<file path="src/rtl/mem_burst_reader.sv">
// Burst read engine with one-cycle-latency memory port and FWFT read buffer.
// Optional parity checking is enabled by defining MEM_BURST_READER_PARITY_CHECK_EN.
module mem_burst_reader #(
  parameter int FIFO_DEPTH = 4,
  parameter int LEN_W      = 8
) (
  input  logic             clk,
  input  logic             rst_n,
  input  logic             req_valid,
  output logic             req_ready,
  input  logic [15:0]      req_addr,
  input  logic [LEN_W-1:0] req_len,
  output logic             write,
  output logic             read,
  output logic [15:0]      address,
  output logic [7:0]       data_in,
  input  logic [8:0]       data_out,
  output logic             rd_valid,
  input  logic             rd_ready,
  output logic [7:0]       rd_data,
  output logic             rd_perr,
  output logic [7:0]       perr_count,
  output logic             busy,
  output logic             burst_done
);

  localparam int AW = $clog2(FIFO_DEPTH);
  localparam int CW = AW + 1;

  typedef enum logic [1:0] {
    IDLE,
    ISSUE,
    WAIT
  } state_t;

  state_t           state;
  logic [LEN_W-1:0] left;
  logic [8:0]       mem [FIFO_DEPTH];
  logic [AW-1:0]    wptr;
  logic [AW-1:0]    rptr;
  logic [CW-1:0]    cnt;
  logic [CW-1:0]    cnt_nxt;
  logic             push;
  logic             pop;
  logic             room;
  logic             perr;
  logic [8:0]       word;

  assign write     = 1'b0;
  assign data_in   = 8'h00;
  assign req_ready = (state == IDLE);
  assign busy      = (state != IDLE);

  // Latency is one cycle, so a word lands on the edge closing its read cycle.
  assign push    = read;
  assign pop     = rd_valid & rd_ready;
  assign cnt_nxt = cnt + CW'(push) - CW'(pop);
  assign room    = cnt_nxt < CW'(FIFO_DEPTH);

`ifdef MEM_BURST_READER_PARITY_CHECK_EN
  assign perr = data_out[8] ^ (^data_out[7:0]);
`else
  logic parity_unused;
  assign parity_unused = data_out[8];
  assign perr = 1'b0;
`endif

  assign word = {perr, data_out[7:0]};

  always_ff @(posedge clk or negedge rst_n) begin
    if (!rst_n) begin
      state      <= IDLE;
      read       <= 1'b0;
      address    <= 16'h0000;
      left       <= '0;
      burst_done <= 1'b0;
    end else begin
      burst_done <= 1'b0;
      unique case (state)
        IDLE: begin
          read <= 1'b0;
          if (req_valid) begin
            if (req_len != '0) begin
              state   <= ISSUE;
              address <= req_addr;
              left    <= req_len;
              read    <= room;
            end else begin
              burst_done <= 1'b1;
            end
          end
        end
        ISSUE: begin
          if (read) begin
            address <= address + 16'd1;
            left    <= left - LEN_W'(1);
            if (left == LEN_W'(1)) begin
              state      <= WAIT;
              read       <= 1'b0;
              burst_done <= 1'b1;
            end else begin
              read <= room;
            end
          end else begin
            read <= room;
          end
        end
        WAIT: begin
          read  <= 1'b0;
          state <= IDLE;
        end
        default: begin
          read  <= 1'b0;
          state <= IDLE;
        end
      endcase
    end
  end

  always_ff @(posedge clk or negedge rst_n) begin
    if (!rst_n) begin
      wptr <= '0;
      rptr <= '0;
      cnt  <= '0;
    end else begin
      if (push) wptr <= wptr + AW'(1);
      if (pop)  rptr <= rptr + AW'(1);
      cnt <= cnt_nxt;
    end
  end

  always_ff @(posedge clk) begin
    if (push) mem[wptr] <= word;
  end

  assign rd_valid = (cnt != '0);
  assign rd_data  = rd_valid ? mem[rptr][7:0] : 8'h00;
  assign rd_perr  = rd_valid & mem[rptr][8];

`ifdef MEM_BURST_READER_PARITY_CHECK_EN
  always_ff @(posedge clk or negedge rst_n) begin
    if (!rst_n) begin
      perr_count <= 8'h00;
    end else if (push && perr && perr_count != 8'hFF) begin
      perr_count <= perr_count + 8'd1;
    end
  end
`else
  assign perr_count = 8'h00;
`endif

endmodule

</file>
<file path="config.mk">
export PLATFORM = sky130hd
export DESIGN_NAME = mem_burst_reader
export DESIGN_NICKNAME = d
export VERILOG_FILES = /design/src/rtl/mem_burst_reader.sv
export SDC_FILE = /design/constraint.sdc
export NUM_CORES = 1
export LEC_CHECK = 0
export ABC_AREA = 1
export ABC_CLOCK_PERIOD_IN_PS = 2800
export CELL_PAD_IN_SITES_DETAIL_PLACEMENT = 1
export CELL_PAD_IN_SITES_GLOBAL_PLACEMENT = 2
export CORE_MARGIN = 1
export CORE_UTILIZATION = 30
export CTS_BUF_LIST = sky130_fd_sc_hd__clkbuf_8
export CTS_CLUSTER_DIAMETER = 100
export DETAILED_ROUTE_END_ITERATION = 10
export GPL_TIMING_DRIVEN = 1
export HOLD_SLACK_MARGIN = 0.08
export PLACE_DENSITY = 0.83
export SLEW_MARGIN = 15
export SYNTH_ARGS = -nofsm -noshare
export SYNTH_HDL_FRONTEND = slang
export SYNTH_SLANG_ARGS = --single-unit
</file>
<file path="constraint.sdc">
create_clock -name clk -period 2.8 [get_ports clk]
set_clock_uncertainty 0.1 [all_clocks]
set_input_delay 0.28 -clock clk [delete_from_list [all_inputs] [get_ports clk]]
set_output_delay 0.28 -clock clk [all_outputs]
set_load 0.01 [all_outputs]
</file>
# After elaboration in Yosys (flattened, before gate mapping)
# Memories as Yosys holds them, arrays and structs flattened.
# Cells that the tools add are included.
# totals
regBits,35
latchBits,0
ramBits,32
wordCells,57
mem_count,1
mem_bits_ro,0
inputBits,37
output_inout_bits,47
# mem_list
name,words,word_bits,rd,rd_ports_with_merged_regs,write_ports,line_no,rtl
mem,4,8,1,0,1,38,logic [8:0] mem [FIFO_DEPTH];
# op_classes
bitwise,2
mul,0
n_mux,26
n_reduce_logical,7
div_mod_pow,0
n_addsub,6
eq_ne,6
shifts,0
n_lt_le_gt_ge,1
# ops
op,count
$mux W16,3
$mux W8,4
$pmux W16 S2,1
$add A16 B1 Y16 const B,1
$pmux W8 S2,1
$mux W1,10
$eq A8 B1 Y1 const B,1
$mux W2,4
$reduce_and A4 Y1,2
$reduce_bool A8 Y1,1
$sub A8 B1 Y8 const B,1
$ne A2 B2 Y1 const B,3
$add A2 B1 Y2 const B,2
$pmux W1 S2,2
$pmux W2 S2,1
$reduce_bool A2 Y1,2
$add A3 B1 Y3,1
$lt A3 B3 Y1 const B,1
$reduce_bool A3 Y1,1
$sub A3 B1 Y3,1
$eq A2 B1 Y1 const B,1
$logic_not A2 Y1,1
$ne A2 B1 Y1 const B,1
$and A1 B1 Y1,1
$and A1 B1 Y1 const B,1

# Longest topological paths before layout
# depth
word_depth,7
depth_mapped,9

# Least setup slack after synthesis
# Ideal clock, no wire load.
# synth_path
path_kind,register to register
from,reg cnt[1]
to,reg read
arrival_ps,2165
synth_period_minus_slack_ps,2395
required_time_ps,2570
slack_ps,405
path_stages_with_launch,10
path_cell_list,dfrtp_1 nor3_2 nor2_2 ha_1 inv_1 ha_1 fa_1 xnor2_1 xor2_1 a21oi_1
# synth_between
elab_chain_len,7
# synth_lines
element,line_no,rtl
from (decl),41,logic [CW-1:0] cnt;
from (signal assigned),128,cnt <= cnt_nxt;
$reduce_bool A3 Y1 *,136,assign rd_valid = (cnt != '0);
$and A1 B1 Y1 *,56,assign pop = rd_valid & rd_ready;
named net pop,44,logic pop;
$sub A3 B1 Y3 *,57,assign cnt_nxt = cnt + CW'(push) - CW'(pop);
named net cnt_nxt[2],42,logic [CW-1:0] cnt_nxt;
$lt A3 B3 Y1 *,58,assign room = cnt_nxt < CW'(FIFO_DEPTH);
"$mux W1, on equally long branches","97, 83",
"$mux W1, on equally long branches","94, 82",
$pmux W1 S2 *,79,unique case (state)
to (signal assigned),87,read <= room;
to (signal assigned),102,read <= room;
to (signal assigned),105,read <= room;
to (decl),14,"output logic read,"
# Mark *: on every way through the listed nets, which the timed path passes. The rest lies on a longest branch.
# A chain may end at the register's enable or synchronous reset.

# Worst setup path after layout
# layout_path
from,reg rptr[0]
to,out rd_data[4]
# layout_between
elab_chain_len,2
# layout_lines
element,line_no,rtl
from (decl),40,logic [AW-1:0] rptr;
from (signal assigned),127,if (pop) rptr <= rptr + AW'(1);
$mem_v2 Z4 W8,--,
$mux W8,137,assign rd_data = rd_valid ? mem[rptr][7:0] : 8'h00;
to (decl),20,"output logic [7:0] rd_data,"
# No other way between the ends.

==> results.py <==
metrics = {
    "outcome": {
        "run_status": "completed",
    },
    "detailed_routing": {
        "detailedRoute.firstIterationViolations": 116,
        "totalWireLength_mm": 9.689,
        "num_vias": 3165,
        "drt.antenna.violating_nets": 0,
        "post_drt_wl_per_cell_um": 13.90,
        "remaining_drc_errors": 0,
        "firstDrtPassIters": 4,
        "vias_per_cell": 4.541,
    },
    "sta": {
        "achievable-frequency_mhz": 387.1,
        "grt_setup_unrepaired": "false",
        "timing.max_slew.rel_slack": 0.4207,
        "timing.hold.ws_ns": 0.3860,
        "layout_worst_path_cycle_share": 0.9225,
        "maxSlewViolCount": 0,
        "post-route-min-period_ns": 2.583,
        "finalSetupViolCount": 0,
        "worstMarginPinSlew_ns": 0.8689,
        "final-hold-violation-count": 0,
        "setup_total_negative_slack_ns": 0,
        "timing.final.ws_setup_ns": 0.2170,
    },
    "power": {
        "vdd.ir_drop.worst_v": 0.0003186,
        "p_sw_w": 0.002276,
        "power.combinational.fraction": 0.510,
        "p_sw_frac": 0.4446,
        "power_leakage_nw": 2.053,
        "cellInternalPower_w": 0.002843,
        "seq_power_share": 0.343,
        "design_power_total_w": 0.005119,
        "clkPwrFrac": 0.147,
        "power_per_cell_area_nw_per_um2": 1096,
    },
    "floorplan": {
        "die_h_um": 114.0,
        "pin_count": 84,
        "die_width_um": 114.0,
        "num_rows": 40,
        "die-area_um2": 12990,
        "fp.coreArea_um2": 12110,
        "initial_core_utilization": 0.3105,
    },
    "synthesis": {
        "synth_area_um2": 3761,
        "synth_async_sr_flop_share": 0.5224,
        "yosys_warnings": 0,
        "netlist.area_leader.share": 0.2555,
        "synth-edff-count": 32,
        "synth.most_common_cell": "nand2_1",
        "synth_largest_area_cell": "edfxtp_1",
        "synth.cells.most_frequent": "nand2_1, nor2_1, inv_1, dfrtp_1, edfxtp_1",
        "syn_avg_cell_area_um2": 8.212,
        "synth-seq-cells": 67,
        "postSynthCellCount": 458,
        "postSynth.topFlopCell": "dfrtp_1",
        "post_synth_main_area_contributors": "edfxtp_1, dfrtp_1, nand2_1",
        "synth_seq_area_share": 0.4884,
        "post_synth_num_cell_types": 30,
    },
    "critical_path": {
        "endpoint_kind": "primary output",
        "worst-r2r-setup-slack_ns": 0.47,
        "critical_path_required_ns": 2.42,
        "critical_path_class": "reg2out",
        "crit_start_category": "flop",
        "worstPathCellList": "inv_2 -> o21ai_0 -> a21oi_1 -> clkdlybuf4s50_1",
        "timing.critical_path.slowest_cell_delay_ns": 0.62,
        "worstPathMaxFanout": 18,
        "cpMaxStageDelayCell": "dfrtp_1",
        "cp.arrival_ns": 2.20,
    },
    "global_route": {
        "number_of_global_route_vias_before_repair": 3300,
        "grt_first_pass_wirelength_mm": 16.37,
        "grt_max_degree": 36,
        "initial_antenna_violation_count": 0,
        "globalRoute.totalOverflow": 0,
        "globalRouteTotalUtil": 0.1653,
    },
    "place": {
        "hpwlAfterDp_mm": 7.110,
        "dpl_cell_area_um2": 4481,
        "port-buffer-count": 64,
        "dpl_worst_slack_ns": 0.3731,
        "gp_congestion": 0.7208,
    },
    "finish": {
        "multi_input_area_um2": 1593,
        "sequential_area_um2": 1837,
        "nNetsFinal": 571,
        "diodes": 0,
        "fillerInstances": 1481,
        "area_growth_synth_to_finish_pct": 24.22,
        "layout.cell_area.non_filler_um2": 4672,
        "final_layout_size_suffix_gt1_frac": 0.08885,
    },
    "clock_network": {
        "cts_max_level": 3,
        "tritoncts": "done",
        "clk_transition_reported_paths_ns": 0.08,
        "clock_tree.buffer_depth": 2,
        "cts_sinks": 67,
        "cts.root.buffer_cell": "clkbuf_8",
        "worst_skew_pair.late_latency_ns": 0.35,
        "tritoncts.num_buffers": 9,
    },
    "worst_hold_path": {
        "hold_class": "reg2reg",
    },
    "run": {
        "maxCapViolations": 0,
    },
}
[through the flow]
stage,util,instances
6_report,0.3857,697
3_3_place_gp,0.3699,680
2_1_floorplan,-,475
5_1_grt,0.3857,697
3_5_place_dp,0.3699,680
4_1_cts,0.3857,697
[power groups by stage]
stage | clock network [W] | registers [W] | logic [W]
2_1_floorplan | 0 | 0.00168 | 0.00178
3_3_place_gp | 0 | 0.00176 | 0.00255
3_5_place_dp | 0 | 0.00179 | 0.00266
4_1_cts | 0.000779 | 0.00177 | 0.00267
5_1_grt | 0.000816 | 0.00182 | 0.00300
6_report | 0.000753 | 0.00176 | 0.00261
[area by class of cell]
| class | instances | area share |
|---|---|---|
| clock buffer | 9 | 0.02651 |
| tap | 168 | 0.04499 |
| multi-input combinational | 332 | 0.3409 |
| sequential | 67 | 0.3931 |
| clock inverter | 7 | 0.01232 |
| timing repair buffer | 70 | 0.1462 |
| inverter | 44 | 0.03589 |
[path summary, 6_finish.rpt]
kind / from / endpoint / cells past startpoint
max in group asynchronous: rst_n / left[7] / 2
worst max register to register: cnt[1] / read / 9
worst min register to register: left[7] / left[7] / 2
worst min-delay path: left[7] / left[7] / 2
worst max-delay path: rptr[0] / rd_data[4] / 4
min in group asynchronous: rst_n / address[10] / 2
[flip-flops by register name, indices dropped and copies added (netlist names)]
| register | count |
|---|---|
| cnt | 3 |
| address | 16 |
| rptr | 2 |
| read | 1 |
| left | 8 |
| wptr | 2 |
| burst_done | 1 |
| state | 2 |
| mem | 32 |
[cell families (layout without fill, tap and decap cells)]
family,after synthesis,after routing,synth area share
flops,67,67,0.4884
fa+ha+maj,10,10,0.03526
xor+xnor,6,6,0.01397
buf+inv,76,130,0.1051
compound gates,55,55,0.09015
simple gates,243,243,0.2661
other cells,1,18,0.0009970
[per-layer routing]
layer / wire length [um] / vias to the layer above / share of wire / global-route usage
met5: 0 / - / 0 / 0
met4: 169 / 0 / 0.017 / 0.07359
met3: 291 / 12 / 0.030 / 0.02285
met2: 4558 / 66 / 0.47 / 0.2695
met1: 4670 / 1522 / 0.48 / 0.2190
li1: - / 1565 / - / -
[cells in the final DEF, fill, tap and decap left out, types with 2 or more instances in the layout]
cell,n
clkbuf_8,9
nand4_1,7
xor2_1,4
nand3_1,30
nor2_2,3
edfxtp_1,32
inv_6,4
o21ai_2,11
nand2_1,130
conb_1,18
clkdlybuf4s50_1,63
dfrtp_1,35
ha_1,9
xnor2_1,2
clkinvlp_4,3
buf_4,5
inv_1,41
o21ai_0,25
nor2_1,66
a21oi_1,15
or2_2,5
[repair_timing]
item,CTS,global route
gates resized for setup,0,0
hold buffers,1,0
hold endpoints to repair,35,0
buffers inserted,0,0
[critical path: cells and delay by family, from the launching register on]
family / cells / cell delay [ns]
AO/OA/AOI/OAI: 2 / 0.34
buffers and inverters: 2 / 0.89
flip-flops: 1 / 0.62
Power figures use the tool's default switching activity.
